[src/rtl/exe_stage_fwd_if.sv]
// exe_stage_fwd_if: bundles the ID/EX inputs, forwarding inputs and EX/MEM outputs
// of the execute stage. Signal prefixes are from the execute stage's point of view.
// The slave modport is taken by the execute stage, the master modport by its driver.
interface exe_stage_fwd_if #(
   parameter int DATA_W  = 32,
   parameter int REG_AW  = 5,
   parameter int SHAMT_W = 5
);
   // pipeline control
   logic               i_freeze;
   logic               i_flush;
   // ID/EX register contents
   logic [DATA_W-1:0]  i_operand_a;
   logic [DATA_W-1:0]  i_operand_b;
   logic [DATA_W-1:0]  i_imm_ext;
   logic [SHAMT_W-1:0] i_shamt;
   logic [5:0]         i_alu_control;
   logic               i_alu_src;
   logic [REG_AW-1:0]  i_read_reg_a;
   logic [REG_AW-1:0]  i_read_reg_b;
   logic [REG_AW-1:0]  i_write_reg;
   logic               i_do_writeback_id;
   logic               i_mem_read;
   logic               i_mem_write;
   logic               i_mem_to_reg;
   logic [31:0]        i_instr;
   // forwarding sources
   logic [DATA_W-1:0]  i_data_mem;
   logic [DATA_W-1:0]  i_data_wb;
   logic [REG_AW-1:0]  i_write_reg_mem;
   logic [REG_AW-1:0]  i_write_reg_wb;
   logic               i_do_writeback_mem;
   logic               i_do_writeback_wb;
   // results
   logic [DATA_W-1:0]  o_alu_result;
   logic [DATA_W-1:0]  o_alu_result_pr;
   logic [DATA_W-1:0]  o_read_data_b_pr;
   logic [REG_AW-1:0]  o_write_reg_pr;
   logic               o_do_writeback_pr;
   logic               o_mem_read_pr;
   logic               o_mem_write_pr;
   logic               o_mem_to_reg_pr;
   logic [5:0]         o_alu_control_pr;
   logic [31:0]        o_instr_pr;
   logic               o_stall;
   logic               o_mult_busy;

   modport slave (
      input  i_freeze, i_flush, i_operand_a, i_operand_b, i_imm_ext, i_shamt,
             i_alu_control, i_alu_src, i_read_reg_a, i_read_reg_b, i_write_reg,
             i_do_writeback_id, i_mem_read, i_mem_write, i_mem_to_reg, i_instr,
             i_data_mem, i_data_wb, i_write_reg_mem, i_write_reg_wb,
             i_do_writeback_mem, i_do_writeback_wb,
      output o_alu_result, o_alu_result_pr, o_read_data_b_pr, o_write_reg_pr,
             o_do_writeback_pr, o_mem_read_pr, o_mem_write_pr, o_mem_to_reg_pr,
             o_alu_control_pr, o_instr_pr, o_stall, o_mult_busy
   );

   modport master (
      output i_freeze, i_flush, i_operand_a, i_operand_b, i_imm_ext, i_shamt,
             i_alu_control, i_alu_src, i_read_reg_a, i_read_reg_b, i_write_reg,
             i_do_writeback_id, i_mem_read, i_mem_write, i_mem_to_reg, i_instr,
             i_data_mem, i_data_wb, i_write_reg_mem, i_write_reg_wb,
             i_do_writeback_mem, i_do_writeback_wb,
      input  o_alu_result, o_alu_result_pr, o_read_data_b_pr, o_write_reg_pr,
             o_do_writeback_pr, o_mem_read_pr, o_mem_write_pr, o_mem_to_reg_pr,
             o_alu_control_pr, o_instr_pr, o_stall, o_mult_busy
   );
endinterface

[src/rtl/exe_stage_fwd.sv]
// exe_stage_fwd: execute stage with MEM/WB operand forwarding, ALU and EX/MEM register.
// Optional feature macro EXE_MULT_EN: shift-add unsigned multiplier (MULTU) writing
// HI/LO, read back with MFHI/MFLO, plus an interlock that stalls HI/LO users while busy.
// Without the macro, codes 12/14/15 produce 0 and stall/busy are tied low.
module exe_stage_fwd #(
   parameter int DATA_W  = 32,
   parameter int REG_AW  = 5,
   parameter int SHAMT_W = 5
) (
   input  logic           i_clk,
   input  logic           i_reset_n,
   exe_stage_fwd_if.slave bus
);
   localparam logic [5:0] OP_ADD  = 6'd0;
   localparam logic [5:0] OP_SUB  = 6'd1;
   localparam logic [5:0] OP_AND  = 6'd2;
   localparam logic [5:0] OP_OR   = 6'd3;
   localparam logic [5:0] OP_XOR  = 6'd4;
   localparam logic [5:0] OP_NOR  = 6'd5;
   localparam logic [5:0] OP_SLT  = 6'd6;
   localparam logic [5:0] OP_SLTU = 6'd7;
   localparam logic [5:0] OP_SLL  = 6'd8;
   localparam logic [5:0] OP_SRL  = 6'd9;
   localparam logic [5:0] OP_SRA  = 6'd10;
   localparam logic [5:0] OP_LUI  = 6'd11;
`ifdef EXE_MULT_EN
   localparam logic [5:0] OP_MULTU = 6'd12;
   localparam logic [5:0] OP_MFHI  = 6'd14;
   localparam logic [5:0] OP_MFLO  = 6'd15;
   localparam logic [SHAMT_W-1:0] LAST_ITER = SHAMT_W'(DATA_W - 1);
`endif

   logic [DATA_W-1:0] w_fwd_a;
   logic [DATA_W-1:0] w_fwd_b;
   logic [DATA_W-1:0] w_op_b;
   logic [DATA_W-1:0] w_alu;
   logic              w_stall;
   logic              w_busy;

   // Operand forwarding: MEM beats WB, register 0 is never forwarded
   always_comb begin
      w_fwd_a = bus.i_operand_a;
      if (bus.i_do_writeback_mem && bus.i_write_reg_mem != '0 &&
          bus.i_write_reg_mem == bus.i_read_reg_a)
         w_fwd_a = bus.i_data_mem;
      else if (bus.i_do_writeback_wb && bus.i_write_reg_wb != '0 &&
               bus.i_write_reg_wb == bus.i_read_reg_a)
         w_fwd_a = bus.i_data_wb;

      w_fwd_b = bus.i_operand_b;
      if (bus.i_do_writeback_mem && bus.i_write_reg_mem != '0 &&
          bus.i_write_reg_mem == bus.i_read_reg_b)
         w_fwd_b = bus.i_data_mem;
      else if (bus.i_do_writeback_wb && bus.i_write_reg_wb != '0 &&
               bus.i_write_reg_wb == bus.i_read_reg_b)
         w_fwd_b = bus.i_data_wb;
   end

   assign w_op_b = bus.i_alu_src ? bus.i_imm_ext : w_fwd_b;

`ifdef EXE_MULT_EN
   logic                r_mult_busy;
   logic [DATA_W-1:0]   r_hi;
   logic [DATA_W-1:0]   r_lo;
   logic [2*DATA_W-1:0] r_acc;
   logic [2*DATA_W-1:0] r_mcand;
   logic [DATA_W-1:0]   r_mplier;
   logic [SHAMT_W-1:0]  r_count;
   logic [2*DATA_W-1:0] w_mult_sum;
   logic                w_mult_accept;

   assign w_mult_sum    = r_acc + (r_mplier[0] ? r_mcand : '0);
   // MULTU starts only when it really enters EX/MEM (not held, not squashed)
   assign w_mult_accept = (bus.i_alu_control == OP_MULTU) && !bus.i_freeze && !bus.i_flush;
   assign w_busy        = r_mult_busy;
   assign w_stall       = r_mult_busy && (bus.i_alu_control == OP_MULTU ||
                                          bus.i_alu_control == OP_MFHI  ||
                                          bus.i_alu_control == OP_MFLO);

   // Multiplier: one partial product per cycle, HI/LO committed on the last iteration
   always_ff @(posedge i_clk) begin
      if (!i_reset_n) begin
         r_mult_busy <= 1'b0;
         r_hi        <= '0;
         r_lo        <= '0;
         r_acc       <= '0;
         r_mcand     <= '0;
         r_mplier    <= '0;
         r_count     <= '0;
      end else if (r_mult_busy) begin
         r_acc    <= w_mult_sum;
         r_mcand  <= r_mcand << 1;
         r_mplier <= r_mplier >> 1;
         r_count  <= r_count + SHAMT_W'(1);
         if (r_count == LAST_ITER) begin
            {r_hi, r_lo} <= w_mult_sum;
            r_mult_busy  <= 1'b0;
         end
      end else if (w_mult_accept) begin
         r_mult_busy <= 1'b1;
         r_acc       <= '0;
         r_mcand     <= {{DATA_W{1'b0}}, w_fwd_a};
         r_mplier    <= w_fwd_b;
         r_count     <= '0;
      end
   end
`else
   assign w_busy  = 1'b0;
   assign w_stall = 1'b0;
`endif

   // ALU: result for the op currently in EX
   always_comb begin
      w_alu = '0;
      case (bus.i_alu_control)
         OP_ADD:  w_alu = w_fwd_a + w_op_b;
         OP_SUB:  w_alu = w_fwd_a - w_op_b;
         OP_AND:  w_alu = w_fwd_a & w_op_b;
         OP_OR:   w_alu = w_fwd_a | w_op_b;
         OP_XOR:  w_alu = w_fwd_a ^ w_op_b;
         OP_NOR:  w_alu = ~(w_fwd_a | w_op_b);
         OP_SLT:  w_alu = {{(DATA_W-1){1'b0}}, ($signed(w_fwd_a) < $signed(w_op_b))};
         OP_SLTU: w_alu = {{(DATA_W-1){1'b0}}, (w_fwd_a < w_op_b)};
         OP_SLL:  w_alu = w_op_b << bus.i_shamt;
         OP_SRL:  w_alu = w_op_b >> bus.i_shamt;
         OP_SRA:  w_alu = DATA_W'($signed(w_op_b) >>> bus.i_shamt);
         OP_LUI:  w_alu = w_op_b << (DATA_W / 2);
`ifdef EXE_MULT_EN
         OP_MFHI: w_alu = r_hi;
         OP_MFLO: w_alu = r_lo;
`endif
         default: w_alu = '0;
      endcase
   end

   // EX/MEM register: reset, then freeze hold, then bubble, then capture
   always_ff @(posedge i_clk) begin
      if (!i_reset_n) begin
         bus.o_alu_result_pr   <= '0;
         bus.o_read_data_b_pr  <= '0;
         bus.o_write_reg_pr    <= '0;
         bus.o_do_writeback_pr <= 1'b0;
         bus.o_mem_read_pr     <= 1'b0;
         bus.o_mem_write_pr    <= 1'b0;
         bus.o_mem_to_reg_pr   <= 1'b0;
         bus.o_alu_control_pr  <= '0;
         bus.o_instr_pr        <= '0;
      end else if (bus.i_freeze) begin
         // hold
      end else if (bus.i_flush || w_stall) begin
         bus.o_alu_result_pr   <= '0;
         bus.o_read_data_b_pr  <= '0;
         bus.o_write_reg_pr    <= '0;
         bus.o_do_writeback_pr <= 1'b0;
         bus.o_mem_read_pr     <= 1'b0;
         bus.o_mem_write_pr    <= 1'b0;
         bus.o_mem_to_reg_pr   <= 1'b0;
         bus.o_alu_control_pr  <= '0;
         bus.o_instr_pr        <= '0;
      end else begin
         bus.o_alu_result_pr   <= w_alu;
         bus.o_read_data_b_pr  <= w_fwd_b;
         bus.o_write_reg_pr    <= bus.i_write_reg;
         bus.o_do_writeback_pr <= bus.i_do_writeback_id;
         bus.o_mem_read_pr     <= bus.i_mem_read;
         bus.o_mem_write_pr    <= bus.i_mem_write;
         bus.o_mem_to_reg_pr   <= bus.i_mem_to_reg;
         bus.o_alu_control_pr  <= bus.i_alu_control;
         bus.o_instr_pr        <= bus.i_instr;
      end
   end

   assign bus.o_alu_result = w_alu;
   assign bus.o_stall      = w_stall;
   assign bus.o_mult_busy  = w_busy;
endmodule
[src/flat_wrapper.sv]
// flat-port wrapper written by rule: the top's interface ports become plain ports
module exe_stage_fwd_flat 
#(
   parameter int DATA_W  = 32,
   parameter int REG_AW  = 5,
   parameter int SHAMT_W = 5
)
  (i_clk, i_reset_n, bus_i_freeze, bus_i_flush, bus_i_operand_a, bus_i_operand_b, bus_i_imm_ext, bus_i_shamt, bus_i_alu_control, bus_i_alu_src, bus_i_read_reg_a, bus_i_read_reg_b, bus_i_write_reg, bus_i_do_writeback_id, bus_i_mem_read, bus_i_mem_write, bus_i_mem_to_reg, bus_i_instr, bus_i_data_mem, bus_i_data_wb, bus_i_write_reg_mem, bus_i_write_reg_wb, bus_i_do_writeback_mem, bus_i_do_writeback_wb, bus_o_alu_result, bus_o_alu_result_pr, bus_o_read_data_b_pr, bus_o_write_reg_pr, bus_o_do_writeback_pr, bus_o_mem_read_pr, bus_o_mem_write_pr, bus_o_mem_to_reg_pr, bus_o_alu_control_pr, bus_o_instr_pr, bus_o_stall, bus_o_mult_busy);
  exe_stage_fwd_if #(.DATA_W(DATA_W), .REG_AW(REG_AW), .SHAMT_W(SHAMT_W)) bus_i ();
  input  logic i_clk;
  input  logic i_reset_n;
  input wire logic [$bits(bus_i.i_freeze)-1:0] bus_i_freeze;
  input wire logic [$bits(bus_i.i_flush)-1:0] bus_i_flush;
  input wire logic [$bits(bus_i.i_operand_a)-1:0] bus_i_operand_a;
  input wire logic [$bits(bus_i.i_operand_b)-1:0] bus_i_operand_b;
  input wire logic [$bits(bus_i.i_imm_ext)-1:0] bus_i_imm_ext;
  input wire logic [$bits(bus_i.i_shamt)-1:0] bus_i_shamt;
  input wire logic [$bits(bus_i.i_alu_control)-1:0] bus_i_alu_control;
  input wire logic [$bits(bus_i.i_alu_src)-1:0] bus_i_alu_src;
  input wire logic [$bits(bus_i.i_read_reg_a)-1:0] bus_i_read_reg_a;
  input wire logic [$bits(bus_i.i_read_reg_b)-1:0] bus_i_read_reg_b;
  input wire logic [$bits(bus_i.i_write_reg)-1:0] bus_i_write_reg;
  input wire logic [$bits(bus_i.i_do_writeback_id)-1:0] bus_i_do_writeback_id;
  input wire logic [$bits(bus_i.i_mem_read)-1:0] bus_i_mem_read;
  input wire logic [$bits(bus_i.i_mem_write)-1:0] bus_i_mem_write;
  input wire logic [$bits(bus_i.i_mem_to_reg)-1:0] bus_i_mem_to_reg;
  input wire logic [$bits(bus_i.i_instr)-1:0] bus_i_instr;
  input wire logic [$bits(bus_i.i_data_mem)-1:0] bus_i_data_mem;
  input wire logic [$bits(bus_i.i_data_wb)-1:0] bus_i_data_wb;
  input wire logic [$bits(bus_i.i_write_reg_mem)-1:0] bus_i_write_reg_mem;
  input wire logic [$bits(bus_i.i_write_reg_wb)-1:0] bus_i_write_reg_wb;
  input wire logic [$bits(bus_i.i_do_writeback_mem)-1:0] bus_i_do_writeback_mem;
  input wire logic [$bits(bus_i.i_do_writeback_wb)-1:0] bus_i_do_writeback_wb;
  output wire logic [$bits(bus_i.o_alu_result)-1:0] bus_o_alu_result;
  output wire logic [$bits(bus_i.o_alu_result_pr)-1:0] bus_o_alu_result_pr;
  output wire logic [$bits(bus_i.o_read_data_b_pr)-1:0] bus_o_read_data_b_pr;
  output wire logic [$bits(bus_i.o_write_reg_pr)-1:0] bus_o_write_reg_pr;
  output wire logic [$bits(bus_i.o_do_writeback_pr)-1:0] bus_o_do_writeback_pr;
  output wire logic [$bits(bus_i.o_mem_read_pr)-1:0] bus_o_mem_read_pr;
  output wire logic [$bits(bus_i.o_mem_write_pr)-1:0] bus_o_mem_write_pr;
  output wire logic [$bits(bus_i.o_mem_to_reg_pr)-1:0] bus_o_mem_to_reg_pr;
  output wire logic [$bits(bus_i.o_alu_control_pr)-1:0] bus_o_alu_control_pr;
  output wire logic [$bits(bus_i.o_instr_pr)-1:0] bus_o_instr_pr;
  output wire logic [$bits(bus_i.o_stall)-1:0] bus_o_stall;
  output wire logic [$bits(bus_i.o_mult_busy)-1:0] bus_o_mult_busy;
  assign bus_i.i_freeze = bus_i_freeze;
  assign bus_i.i_flush = bus_i_flush;
  assign bus_i.i_operand_a = bus_i_operand_a;
  assign bus_i.i_operand_b = bus_i_operand_b;
  assign bus_i.i_imm_ext = bus_i_imm_ext;
  assign bus_i.i_shamt = bus_i_shamt;
  assign bus_i.i_alu_control = bus_i_alu_control;
  assign bus_i.i_alu_src = bus_i_alu_src;
  assign bus_i.i_read_reg_a = bus_i_read_reg_a;
  assign bus_i.i_read_reg_b = bus_i_read_reg_b;
  assign bus_i.i_write_reg = bus_i_write_reg;
  assign bus_i.i_do_writeback_id = bus_i_do_writeback_id;
  assign bus_i.i_mem_read = bus_i_mem_read;
  assign bus_i.i_mem_write = bus_i_mem_write;
  assign bus_i.i_mem_to_reg = bus_i_mem_to_reg;
  assign bus_i.i_instr = bus_i_instr;
  assign bus_i.i_data_mem = bus_i_data_mem;
  assign bus_i.i_data_wb = bus_i_data_wb;
  assign bus_i.i_write_reg_mem = bus_i_write_reg_mem;
  assign bus_i.i_write_reg_wb = bus_i_write_reg_wb;
  assign bus_i.i_do_writeback_mem = bus_i_do_writeback_mem;
  assign bus_i.i_do_writeback_wb = bus_i_do_writeback_wb;
  assign bus_o_alu_result = bus_i.o_alu_result;
  assign bus_o_alu_result_pr = bus_i.o_alu_result_pr;
  assign bus_o_read_data_b_pr = bus_i.o_read_data_b_pr;
  assign bus_o_write_reg_pr = bus_i.o_write_reg_pr;
  assign bus_o_do_writeback_pr = bus_i.o_do_writeback_pr;
  assign bus_o_mem_read_pr = bus_i.o_mem_read_pr;
  assign bus_o_mem_write_pr = bus_i.o_mem_write_pr;
  assign bus_o_mem_to_reg_pr = bus_i.o_mem_to_reg_pr;
  assign bus_o_alu_control_pr = bus_i.o_alu_control_pr;
  assign bus_o_instr_pr = bus_i.o_instr_pr;
  assign bus_o_stall = bus_i.o_stall;
  assign bus_o_mult_busy = bus_i.o_mult_busy;
  exe_stage_fwd #(.DATA_W(DATA_W), .REG_AW(REG_AW), .SHAMT_W(SHAMT_W)) u_core (.i_clk(i_clk), .i_reset_n(i_reset_n), .bus(bus_i));
endmodule
[config.mk]
export PLATFORM = sky130hd
export DESIGN_NAME = exe_stage_fwd_flat
export DESIGN_NICKNAME = d
export VERILOG_FILES = /design/src/rtl/exe_stage_fwd_if.sv /design/src/rtl/exe_stage_fwd.sv /design/src/flat_wrapper.sv
export SDC_FILE = /design/constraint.sdc
export NUM_CORES = 1
export LEC_CHECK = 0
export ABC_AREA = 1
export ABC_CLOCK_PERIOD_IN_PS = 5400
export CAP_MARGIN = 20
export CORE_AREA = 2 2 201 203
export DETAILED_ROUTE_END_ITERATION = 6
export DIE_AREA = 0 0 203 205
export PLACE_DENSITY = 0.66
export SYNTH_ARGS = -nofsm -noshare
export SYNTH_HDL_FRONTEND = slang
export SYNTH_SLANG_ARGS = --single-unit
[constraint.sdc]
create_clock -name i_clk -period 5.4 [get_ports i_clk]
set_input_delay 0.54 -clock i_clk [delete_from_list [all_inputs] [get_ports i_clk]]
set_output_delay 0.54 -clock i_clk [all_outputs]
set_load 0.02 [all_outputs]
==> results of run 1 <==
-- flip-flops by register name, summed over array words and instances, names as in the netlist --
name,count
u_core.bus.o_read_data_b_pr,32
u_core.bus.o_mem_to_reg_pr,1
u_core.bus.o_do_writeback_pr,1
u_core.bus.o_instr_pr,32
u_core.bus.o_alu_result_pr,32
u_core.bus.o_alu_control_pr,6
u_core.bus.o_mem_write_pr,1
u_core.bus.o_mem_read_pr,1
u_core.bus.o_write_reg_pr,5
-- worst register-to-register path: stages (launching register included) --
cell	delay, ns
dfxtp_1	0.50
nand2_1	0.10
a21oi_1	0.17
-- stage by stage --
step / TNS (ns) / cells / total power, W / hold WS, ns
after floorplan: 0 / 2710 / 0.00193 / 0.535
after CTS: -0.147 / 4065 / 0.00405 / 0.467
after detailed placement: -18.17 / 4040 / 0.00323 / 0.454
after global routing: -0.162 / 4080 / 0.00444 / 0.478
after global placement: -16.61 / 4040 / 0.00321 / 0.448
final: 0 / 4080 / 0.00424 / 0.468
-- cells by family after synthesis --
logic type               after synthesis  synth area share (%)
adder cells (fa/ha/maj)               98                  7.97
flip-flops                           111                  14.3
XOR/XNOR                              26                  1.46
AO/OA/AOI/OAI                        483                  17.9
other                                  1                0.0241
buffers and inverters                399                  10.6
AND/OR/NAND/NOR                     1591                  47.8
-- power by group through the flow --
stage          combinational (W)  clock (W)  sequential (W)
2_1_floorplan            0.00102          0        0.000909
4_1_cts                  0.00244   0.000750        0.000861
5_1_grt                  0.00279   0.000779        0.000864
3_3_place_gp             0.00233          0        0.000878
3_5_place_dp             0.00235          0        0.000880
6_report                 0.00264   0.000744        0.000862
-- repair_timing --
action	CTS	global route
gates resized for setup	223	196
pin swaps	22	54
setup buffers	8	11
hold buffers	0	0
setup endpoints to repair	30	30
gates cloned	1	3
-- path summary, 6_finish.rpt --
check	from	end	slack, ns	cells after the start
max reg2reg	u_core.bus.o_read_data_b_pr[27]$_SDFFE_PN0N_	u_core.bus.o_read_data_b_pr[27]$_SDFFE_PN0N_	4.56	2
min	u_core.bus.o_alu_result_pr[6]$_SDFFE_PN0N_	u_core.bus.o_alu_result_pr[6]$_SDFFE_PN0N_	0.47	2
max	bus_i_read_reg_b[2]	bus_o_alu_result[4]	0.07	21
min reg2reg	u_core.bus.o_alu_result_pr[6]$_SDFFE_PN0N_	u_core.bus.o_alu_result_pr[6]$_SDFFE_PN0N_	0.47	2
-- layer usage --
layer / vias to the layer above / wire, um / global-route usage [%]
met4: 6 / 7620 / 29.6
met1: 11077 / 37300 / 56.9
met3: 381 / 10900 / 9.43
li1: 10837 / - / -
met2: 1646 / 41000 / 69.2
met5: - / 43 / 0
-- Yosys cell counts, types with 4 or more instances --
cell type,count,area share [%]
nor2_2,8,0.32
nor4_1,8,0.32
clkinv_1,6,0.14
nor2_1,140,3.4
o21bai_1,5,0.24
nand4_1,27,1.1
buf_6,5,0.36
clkbuf_1,84,2.0
nand3_2,58,3.7
a21oi_1,224,7.2
o21ai_1,15,0.48
inv_1,220,5.3
nand3_1,569,18
o221ai_1,5,0.28
inv_2,8,0.19
a21o_1,5,0.24
nand3_4,4,0.45
a221oi_1,18,1.0
xor2_1,20,1.1
ha_1,96,7.7
nand2_1,717,17
o2111ai_1,10,0.56
o211ai_1,15,0.72
dfxtp_1,111,14
nand2_2,14,0.56
nand2_4,11,0.80
o22ai_1,13,0.52
buf_1,18,0.43
a31oi_1,10,0.40
a21oi_2,9,0.51
buf_4,11,0.53
buf_2,46,1.5
o21ai_0,115,3.7
nor3_1,10,0.32
a211oi_1,5,0.24
o21a_1,5,0.24
xnor2_1,6,0.34
or2_2,14,0.56
a22oi_1,13,0.63
-- area by class of cell --
cell class | count | area [um2] | share of cell area (%)
multi-input combinational | 2201 | 12900 | 50.4
clock inverter | 7 | 86.3 | 0.337
sequential | 111 | 2220 | 8.68
tap | 525 | 657 | 2.57
antenna | 2 | 5.00 | 0.0196
inverter | 234 | 883 | 3.45
clock buffer | 9 | 225 | 0.880
timing repair buffer | 991 | 8610 | 33.7
==> out/results.txt, run 1 <==
gr ovfl total - 0
Final period util - 98.8%
P_int - 0.00234 W
worst-path maximum fanout - 10
Avg Cell Area, Syn - 5.75 um2
initial core utilization - 39.6%
Top Ports - 384
Seq/Total Area, Yosys - 14.3%
# DRC - 0
worst min path class - reg -> reg
IO Port Bufs - 381
drt first-iter violations - 2891
area grow syn2layout - 64.3%
core area - 39400 um2
initial antenna violation count - 6
CTS buffer count - 9
post-place setup slack - -0.941 ns
most common cell after layout, fill and taps aside - nand2_1
EDFF count, synth - 0
number of global-route vias before repair - 22507
Layout Cell Area excl Fill - 25600 um2
first-pass GRT wire length - 139 mm
fmax - 188 MHz
Power Density - 166 nW/um2
CTS tree - yes
Worst Tran Pin Value - 1.04 ns
floorplan row count - 73
post-place instance area - 23900 um2
Seq pwr share - 20.3%
worst path cell trace - clkdlybuf4s50_1 > xor2_2 > nor2_4 > buf_4 > nand2_8 > buf_4 > o211ai_2 > nand3_2 > nand2_2 > ha_2 > inv_1 > fa_2 > inv_2 > buf_4 > a31oi_1 > a221oi_1 > nor2_1 > a2111oi_4 > buf_4 > nand2_2 > clkdlybuf4s50_1
Async SR Flop Fraction - 0%
total die area - 41600 um2
largest net degree at the start of global routing - 80
overall fraction of global-route tracks in use - 45.0%
# fillers - 3494
Max stage delay on crit path - 0.55 ns
Clock Tree Buf Depth - 2
fin worst setup slack - 0.0675 ns
commonest non-fill, non-tap cells in the layout - nand2_1, buf_4, nand3_1
post-synth cell types - 61
final hold violations - 0
mapped cell area - 15600 um2
CP endpoint kind - output port
Worst EP arrival - 4.79 ns
Comb pwr share - 62.1%
CP max stage cell - clkdlybuf4s50_1
Synth Instances - 2709
Final min period - 5.33 ns
Max Clock Skew - 0 ns
required time worst endpoint - 4.86 ns
Core Util, Final - 65.0%
final setup vio count - 0
status - finished, final reports clean
layout cells sized above 1 - 28.4%
Sw Ratio - 45.0%
CTS H-tree depth - 3
Via density - 5.87
kind of critical path - in -> out
Final Max Tran Viols - 0
nets - 3885
Routed WL - 96.9 mm
Top Family by Delay on Critical Path - buffers and inverters
HPWL Detailed - 78.5 mm
Pleak - 12.0 nW
Buf/Inv on CP - 8
clk sink count - 111
DRT antenna net count - 0
peak supply drop - 0.233 mV
ys flop type - dfxtp_1
Routed WL per cell - 23.7 um
Skew-Pair Late Insertion Delay - 0.40 ns
die width - 203 um
Psw - 0.00191 W
Clock Pin Slew Worst Setup and Hold Paths - 0.08 ns
clock share of power - 17.5%
DR vias - 23947
CP most frequent cell - buf_4
MaxCap Viol Count - 0
root buf cell - clkbuf_16
chip height - 205 um
YS warnings - 0
1st-pass router iterations - 6
GP Congestion - 1.09
Slew HR - 30.8%
CP startpoint kind - primary input
Yosys reg bits - 111
RSZ-0062 raised after global routing - true
Power figures use the tool's default switching activity.
==> run 2, diff against run 1 <==
- CAP_MARGIN: 20 -> 15
- CORE_AREA: 2 2 201 203 -> 2 2 224 182
- DIE_AREA: 0 0 203 205 -> 0 0 226 184
==> out/results.txt, run 2 (same netlist as run 1, synthesis figures left out) <==
initial core utilization - 39.8%
1st-pass router iterations - 7
Max Clock Skew - 0 ns
CP endpoint kind - output port
met3 wire len - 13.9 mm
IO Port Bufs - 381
Routed WL - 97.9 mm
Routed WL per cell - 24.0 um
HPWL Detailed - 78.9 mm
final setup vio count - 0
final hold violations - 0
Pleak - 12.0 nW
post-place setup slack - -1.13 ns
Clock Pin Slew Worst Setup and Hold Paths - 0.07 ns
first-pass GRT wire length - 139 mm
total die area - 41600 um2
largest net degree at the start of global routing - 112
DR vias - 24278
Power Density - 167 nW/um2
most common cell after layout, fill and taps aside - nand2_1
root buf cell - clkbuf_16
CTS buffer count - 9
Final period util - 98.5%
Slew HR - 43.1%
kind of critical path - in -> out
CP startpoint kind - primary input
floorplan row count - 65
fmax - 188 MHz
CTS H-tree depth - 3
overall fraction of global-route tracks in use - 45.0%
worst min path class - reg -> reg
CTS tree - yes
commonest non-fill, non-tap cells in the layout - nand2_1, buf_4, nand3_1
Clock Tree Buf Depth - 2
# DRC - 0
chip height - 184 um
required time worst endpoint - 4.86 ns
Worst EP arrival - 4.78 ns
MaxCap Viol Count - 0
Metal-1 WL - 37.9 mm
RSZ-0062 raised after global routing - true
Core Util, Final - 65.9%
GP Congestion - 1.13
Met2 Wirelength - 40.2 mm
clk sink count - 111
hold-fix buffers at CTS - 0
initial antenna violation count - 2
status - finished, final reports clean
core area - 39100 um2
DRT antenna net count - 0
Max stage delay on crit path - 0.44 ns
worst-path maximum fanout - 8
Worst Tran Pin Value - 0.852 ns
drt first-iter violations - 3572
number of global-route vias before repair - 22280
die width - 226 um
top sig layer - met4
layout cells sized above 1 - 28.4%
CP max stage cell - clkdlybuf4s50_1
Regs by FF count - u_core.bus.o_alu_result_pr x32, u_core.bus.o_instr_pr x32, u_core.bus.o_read_data_b_pr x32
Final Max Tran Viols - 0
nets - 3874
peak supply drop - 0.162 mV
Final min period - 5.32 ns
area grow syn2layout - 65.5%
Via density - 5.95
gr ovfl total - 0
Skew-Pair Late Insertion Delay - 0.41 ns
Top Ports - 384
n_diodes - 0
fin worst setup slack - 0.0801 ns
## run 2: changes by cell type in the layout (fill, tap and decap cells not counted), moves of 8 or more
cell | before | now
buf_6 | 7 | 15
inv_1 | 203 | 195
nand3_1 | 543 | 531
buf_4 | 589 | 574
nor2_1 | 114 | 122
nand3_2 | 80 | 89
nor2_2 | 29 | 21
inv_2 | 23 | 31
## run 2: cell type report
type	instances	area, um2
clock buffers	9	225
clock inverters	7	98.8
fillers	3465	13300
inverters	234	882
multi-input cells	2202	13200
flip-flops and latches	111	2220
well taps	536	671
repair buffers	979	8490
## run 2: layer usage
layer	GRT usage (%)	up-vias
met4	21.8	0
li1	-	10823
met2	66.5	1881
met3	14.9	355
met5	0	-
met1	58.4	11219
## run 2: repair_timing
item	4_1_cts	5_1_grt
setup buffers	11	31
gates resized for setup	266	206
cloned	1	3
pin swaps	32	74
endpoints found under the setup margin	31	31
## run 2: report_power, final
part | internal [W] | total (W) | switching (W) | leakage [nW]
clock network | 0.000339 | 0.000740 | 0.000401 | 0.155
registers | 0.000845 | 0.000863 | 0.0000185 | 0.903
logic | 0.00117 | 0.00270 | 0.00153 | 11.0
total | 0.00236 | 0.00430 | 0.00195 | 12.0
## run 2: final timing paths
kind / from / cells past startpoint / to / slack [ns]
max: bus_i_write_reg_mem[4] / 27 / bus_o_alu_result[27] / 0.08
min: u_core.bus.o_alu_result_pr[24]$_SDFFE_PN0N_ / 2 / u_core.bus.o_alu_result_pr[24]$_SDFFE_PN0N_ / 0.47
max reg2reg: u_core.bus.o_read_data_b_pr[13]$_SDFFE_PN0N_ / 2 / u_core.bus.o_read_data_b_pr[13]$_SDFFE_PN0N_ / 4.53
min reg2reg: u_core.bus.o_alu_result_pr[24]$_SDFFE_PN0N_ / 2 / u_core.bus.o_alu_result_pr[24]$_SDFFE_PN0N_ / 0.47
## run 2: critical path: cells and delay by family
family / cells / cell delay (ns)
and+or+nand+nor: 15 / 2.16
buffers and inverters: 8 / 1.45
AOI/OAI and AO/OA: 2 / 0.26
adders and majority gates: 1 / 0.24
xor gates and xnor gates: 1 / 0.14
## run 2: stage by stage
| step | cell area [um2] | TNS, ns | hold WS, ns | total power [W] | instances |
|---|---|---|---|---|---|
| finish | 25800 | 0 | 0.468 | 0.00430 | 4078 |
| CTS | 24700 | -0.0199 | 0.469 | 0.00405 | 4044 |
| floorplan | 15600 | 0 | 0.535 | 0.00193 | 2710 |
| global placement | 23600 | -16.98 | 0.448 | 0.00318 | 4017 |
| global route | 25800 | -0.510 | 0.483 | 0.00448 | 4078 |
| detailed placement | 23600 | -22.85 | 0.456 | 0.00320 | 4017 |
